<file path="src/rtl/aes_round_ctrl_pkg.sv">
// Shared state encoding and round-count constants for the AES round sequencer.
package aes_ctrl_pkg;

  typedef enum logic [2:0] {
    ST_IDLE  = 3'd0,
    ST_INIT  = 3'd1,
    ST_ROUND = 3'd2,
    ST_FINAL = 3'd3,
    ST_HOLD  = 3'd4
  } ctrl_state_e;

  localparam int NR_AES128 = 10;
  localparam int NR_AES192 = 12;
  localparam int NR_AES256 = 14;

endpackage

</file>
<file path="src/rtl/aes_round_ctrl.sv">
// Round sequencer for the AES cipher datapath: load handshake, round stepping,
// key-expansion strobes and a held output handshake. Control only, no data.
module aes_round_ctrl
  import aes_ctrl_pkg::*;
#(
  parameter int NR    = 10,
  parameter int CNT_W = $clog2(NR + 1)
) (
  input  logic             clk,
  input  logic             rst,
  input  logic             ld_valid,
  output logic             ld_ready,
  input  logic             out_ready,
  output logic             out_valid,
  input  logic             abort,
  output logic             ld_en,
  output logic             kexp_ld,
  output logic             kexp_en,
  output logic             round_en,
  output logic             init_round,
  output logic             last_round,
  output logic [CNT_W-1:0] round_cnt,
  output logic             busy,
  output logic             done
);

  localparam logic [CNT_W-1:0] CNT_LAST = CNT_W'(NR - 1);
  localparam logic [CNT_W-1:0] CNT_NR   = CNT_W'(NR);

  ctrl_state_e state;
  logic        accept;

  // A finished block in HOLD can be retired and the next one accepted in the same cycle.
  assign ld_ready   = (state == ST_IDLE) | ((state == ST_HOLD) & out_ready);
  assign accept     = ld_valid & ld_ready & ~abort;
  assign ld_en      = accept;
  assign kexp_ld    = accept;
  assign done       = (state == ST_HOLD) & out_ready & ~abort;

  assign busy       = (state == ST_INIT) | (state == ST_ROUND) | (state == ST_FINAL);
  assign round_en   = busy;
  assign kexp_en    = (state == ST_INIT) | (state == ST_ROUND);
  assign init_round = (state == ST_INIT);
  assign last_round = (state == ST_FINAL);
  assign out_valid  = (state == ST_HOLD);

  always_ff @(posedge clk or negedge rst) begin
    if (!rst) begin
      state     <= ST_IDLE;
      round_cnt <= '0;
    end else if (abort) begin
      state     <= ST_IDLE;
      round_cnt <= '0;
    end else begin
      case (state)
        ST_IDLE: begin
          round_cnt <= '0;
          if (accept) state <= ST_INIT;
        end
        ST_INIT: begin
          if (NR == 1) begin
            state     <= ST_FINAL;
            round_cnt <= CNT_NR;
          end else begin
            state     <= ST_ROUND;
            round_cnt <= CNT_W'(1);
          end
        end
        ST_ROUND: begin
          if (round_cnt == CNT_LAST) begin
            state     <= ST_FINAL;
            round_cnt <= CNT_NR;
          end else begin
            round_cnt <= round_cnt + CNT_W'(1);
          end
        end
        ST_FINAL: state <= ST_HOLD;
        ST_HOLD: begin
          if (out_ready) begin
            state     <= accept ? ST_INIT : ST_IDLE;
            round_cnt <= '0;
          end
        end
        default: begin
          state     <= ST_IDLE;
          round_cnt <= '0;
        end
      endcase
    end
  end

  a_cnt_range: assert property (@(posedge clk) disable iff (!rst) round_cnt <= CNT_NR);
  a_round_sel: assert property (@(posedge clk) disable iff (!rst) $onehot0({init_round, last_round}));
  a_out_hold:  assert property (@(posedge clk) disable iff (!rst) out_valid |-> (state == ST_HOLD));

endmodule

</file>
<file path="config.mk">
export PLATFORM = sky130hd
export DESIGN_NAME = aes_round_ctrl
export DESIGN_NICKNAME = d
export VERILOG_FILES = /design/src/rtl/aes_round_ctrl_pkg.sv /design/src/rtl/aes_round_ctrl.sv
export SDC_FILE = /design/constraint.sdc
export NUM_CORES = 1
export LEC_CHECK = 0
export ABC_AREA = 1
export CORE_AREA = 10 10 47 49
export DETAILED_ROUTE_END_ITERATION = 10
export DIE_AREA = 0 0 57 59
export PLACE_DENSITY = 0.7
export SYNTH_ARGS = -nofsm -noshare
export SYNTH_HDL_FRONTEND = slang
export SYNTH_SLANG_ARGS = --single-unit
export TNS_END_PERCENT = 1
</file>
<file path="constraint.sdc">
create_clock -name clk -period 1.9 [get_ports clk]
set_input_delay 0.38 -clock clk [delete_from_list [all_inputs] [get_ports clk]]
set_output_delay 0.38 -clock clk [all_outputs]
set_load 0.02 [all_outputs]
</file>
[Word-level counts from Yosys, hierarchy flattened]
Index checks and enable logic that the tools add are counted.
Word-level totals
  flip-flop bits (word level): 7
  bits of input ports: 5
  logic and storage cells: 33
Cells by class
  add/subtract/negate cells: 1
  eq/ne operators: 9
  multiplexer cells: 10
  bitwise gates (word level): 8
  reduce and logical (&&, ||, !) cells: 3
Operators with widths (count)
  4-bit case mux with 4 select lines: 1
  3-bit case mux with 5 select lines: 1
  3-bit 2-to-1 mux: 4
  4-bit 2-to-1 mux: 3
  3-bit by 2-bit equality test with 1-bit output (second input constant): 2
  3-bit by 2-bit != test with 1-bit output (second input constant): 2
  4-bit by 1-bit adder with 4-bit output (second input constant): 1
  1-bit AND: 4
  4-bit equality test (second input constant): 1
  3-bit by 1-bit equality test with 1-bit output (second input constant): 1
  3-bit equality test (second input constant): 1
  3-bit logical NOT: 1
  3-bit != test (second input constant): 1
  1-bit bitwise OR: 3
  3-bit AND reduction: 1
  2-bit != test (second input constant): 1
  2-bit AND reduction: 1
  1-bit 2-to-1 mux: 1
  1-bit NOT: 1

[Logic depth before layout (Yosys ltp)]
  depth after elaboration: 9
  mapped depth: 7
  gate-level depth less buffers: 7

[Worst setup path before layout]
No wires, ideal clock.
  path type: reg-to-output
  start point: register state[1]
  end point: output port done
  arrival time: 1.120 ns
  data required time: 1.520 ns
  slack: 0.400 ns
  cell stages (with the launch flop): 4
  path through: dfrtp_1 nor2_4 nand2_1 nor3_1
On the way
  word-level cells in the longest chain between the ends: 3
Ends and longest elaborated chain
  start, declared: line aes_round_ctrl.sv:30  | ctrl_state_e state;
  start signal, assigned: line aes_round_ctrl.sv:80  | state <= accept ? ST_INIT : ST_IDLE;
  3-bit equality test: line aes_round_ctrl.sv:38  | assign done = (state == ST_HOLD) & out_ready & ~abort;
  1-bit AND (2 in a row): line aes_round_ctrl.sv:38
  end, declared: line aes_round_ctrl.sv:24  | output logic done
No other way between the ends.

[Worst setup path after layout]
  start point: input port abort
  end point: output port ld_en
On the way
  word-level cells in the longest chain between the ends: 2
Ends and longest elaborated chain
  start, declared: line aes_round_ctrl.sv:15  | input logic abort,
  1-bit NOT: line aes_round_ctrl.sv:35  | assign accept = ld_valid & ld_ready & ~abort;
  1-bit AND: line aes_round_ctrl.sv:35
  end, declared: line aes_round_ctrl.sv:16  | output logic ld_en,
No other way between the ends.

==> results.md <==
- Run status: finished clean
- Total track usage: 0.0759
- Non-Filler Instances: between 100 and 150
- HPWL Detailed: about 1000 um
- DR DRC count: 0
- Setup crit end: ld_en
- Setup slack at placement: -0.233 ns
- Total negative slack: 0 ns
- Ranking of synthesized cells by area: dfrtp_1 (35%), nand2_1 (9.1%), inv_1 (7.6%), o21ai_2 (7.1%), nand3_1 (6.0%)
- Synth Flop Type: dfrtp_1
- Nets: 97
- RR Startpoint: state[1]
- Synth cell count leaders: nand2_1 (12), inv_1 (10), dfrtp_1 (7)
- Tcrit/Tclk final: 0.964
- Max-slew violation count: 0
- WP data required: 1.52 ns
- Num CTS Buffers: 3
- Worst skew pair latency: 0.25 ns
- Final setup violation count: 0
- Post-synth top area cell: dfrtp_1
- Die Span Y: ~59 um
- Antenna violation net count after detailed routing: 0
- Slew of the pin with the lowest slew margin: 0.312 ns
- Mapped Cells: 64
- Seq/Total Area, Yosys: 0.353
- Mean Syn Cell Area: about 7.8 um^2
- Total die area: between 3000 and 4000 um^2
- Routed wire length: 1260 um
- Number of global-route vias before repair: around 450
- Initial Util: 0.354
- CTS Sinks: 7
- Drt first pass iters: 4
- Data arrival, critical path: about 1.5 ns
- Leak: 0.377 nW
- N_diodes: 0
- First-pass GRT wire length: 2030 um
- Max-cap violations: 0
- Post-synthesis adder-cell area fraction: 0.0504
- Wire per inst: 12.0 um
- Yosys cell types: 18
- CTS tree: built
- Reg clk slew, reported paths: roughly 0.060 ns
- Cell Area, Synth: roughly 500 um^2
- Placer Congestion: ~0.82
- Reg2reg path depth: 6
- Synthesized-area fraction occupied by xor and xnor cells: 0.0353
- Rows: 14
- Power density over the cells: just over 800 nW/um^2
- Critical Path Start: abort
- Clock Skew: around 0.0029 ns
- Ports: 19
- Final core occ: 0.522
- Hold buffers post-CTS: 0
- Fin. Hold Viols: 0
- Peak supply drop: roughly 0.47 mV
- Clock Tree Root: clkbuf_4
- Syn_nets: between 70 and 80
- Area Overhead vs Synth: 47.4%
- Rel. slew slack: 0.791
- Fmax: around 0.55 GHz
- I/O Buffers: 18
- Synth Register Bits: 7
- Yosys top cell area share: 0.353
- Iteration-0 DRC Markers: 7
- Die width: between 50 and 60 um
- CTS HTree Levels: 1
- Crit start category: primary input
- Minimum clock period: between 1.5 and 2 ns
- RSZ-0062 raised after global routing: yes
- Total power: roughly 0.00060 W
- Hold Crit Class: in2async
- Post-synth ARST share: 1.00
- Core ar.: around 1400 um^2
- Via count: 501
- Crit Path Category: in2out
- Synth Area in Simple Gates: 0.345
- Top-count cell post-synth: nand2_1
- Capturing element type of the critical path: output port
- Final worst slack: a little under 0.07 ns
- Largest family of logic cells by synthesized area: simple AND/OR/NAND/NOR gates
- Post-synth EDFFs: 0
- Synth warn: 0
- Critical-path maximum fanout: 3
- Compound-cell area share of the yosys netlist: 0.0806
- Reg2reg setup slack: ~0.75 ns
- Multiplexer share of the synthesized area: 0
- Max clock buf depth: 2
- Placed instance count: just over 100
- Layout cell share with drive strength beyond 1: 0.247
- Reg2Reg Capture Point: state[0]
- Vias per Instance: around 4.8
- Pin count of the biggest net entering global routing: 9
- Initial antenna violation count: 0
- Grt total ovfl: 0
[worst min path at each step]
stage	end	slack, ns	cells after the start
after floorplan	round_cnt[0]	0.08	0
after global placement	round_cnt[3]	0.55	2
after detailed placement	round_cnt[3]	0.56	2
after CTS	round_cnt[3]	0.39	1
after global routing	round_cnt[3]	0.39	1
final	round_cnt[3]	0.38	1
[report_power, final]
part           switching (W)  internal, W
clock              0.0000581    0.0000770
sequential         0.0000268     0.000164
combinational       0.000163     0.000110
total               0.000248     0.000351
[registers in the layout, indices dropped and copies added (netlist names)]
name	count
round_cnt	4
state	3
[per-stage QoR]
stage                     area [um^2]  hold WS, ns
after CTS                         732        0.388
final                             732        0.382
after floorplan                   497       0.0844
after global placement            716        0.548
after global routing              732        0.391
after detailed placement          716        0.562
[cell type report]
type | instances | area [um^2]
Fill cell | 146 | 669
Multi-Input combinational cell | 43 | 254
Timing Repair Buffer | 24 | 213
Sequential cell | 7 | 176
Inverter | 11 | 41.3
Clock buffer | 3 | 22.5
Tap cell | 16 | 20.0
Clock inverter | 1 | 5.00
[per-layer routing]
metal	wire length [um]	GRT usage
met5	0	0
met2	632	0.124
met4	12	0.0403
met1	508	0.0732
met3	110	0.0472
[cells by family after synthesis]
kind of cell | count (synthesis)
xor gates and xnor gates | 2
adders and majority gates | 2
DFF | 7
and+or+nand+nor | 34
buffers and inverters | 14
AOI/OAI and AO/OA | 5
[cell usage in the layout (no fill, tap or decap), types with 3 or more instances in the layout]
cell / n
nand4_1: 3
inv_1: 10
clkdlybuf4s50_1: 8
clkbuf_4: 3
nand2_1: 12
buf_4: 6
nand3_1: 6
clkdlybuf4s15_1: 3
o21ai_2: 4
dfrtp_1: 6
dlygate4sd2_1: 6
nor2_1: 5
[repair_timing]
action	4_1_cts	5_1_grt
hold endpoints to repair	0	0
cloned	0	0
endpoints found under the setup margin	10	4
setup buffers	0	0
resized for setup	11	6
[critical path, cell delays in order]
cell and delay [ns]:
clkdlybuf4s50_1 0.44, inv_1 0.09, nand2_1 0.07, nor2_2 0.14
clkdlybuf4s15_1 0.32
Power figures use the tool's default switching activity.
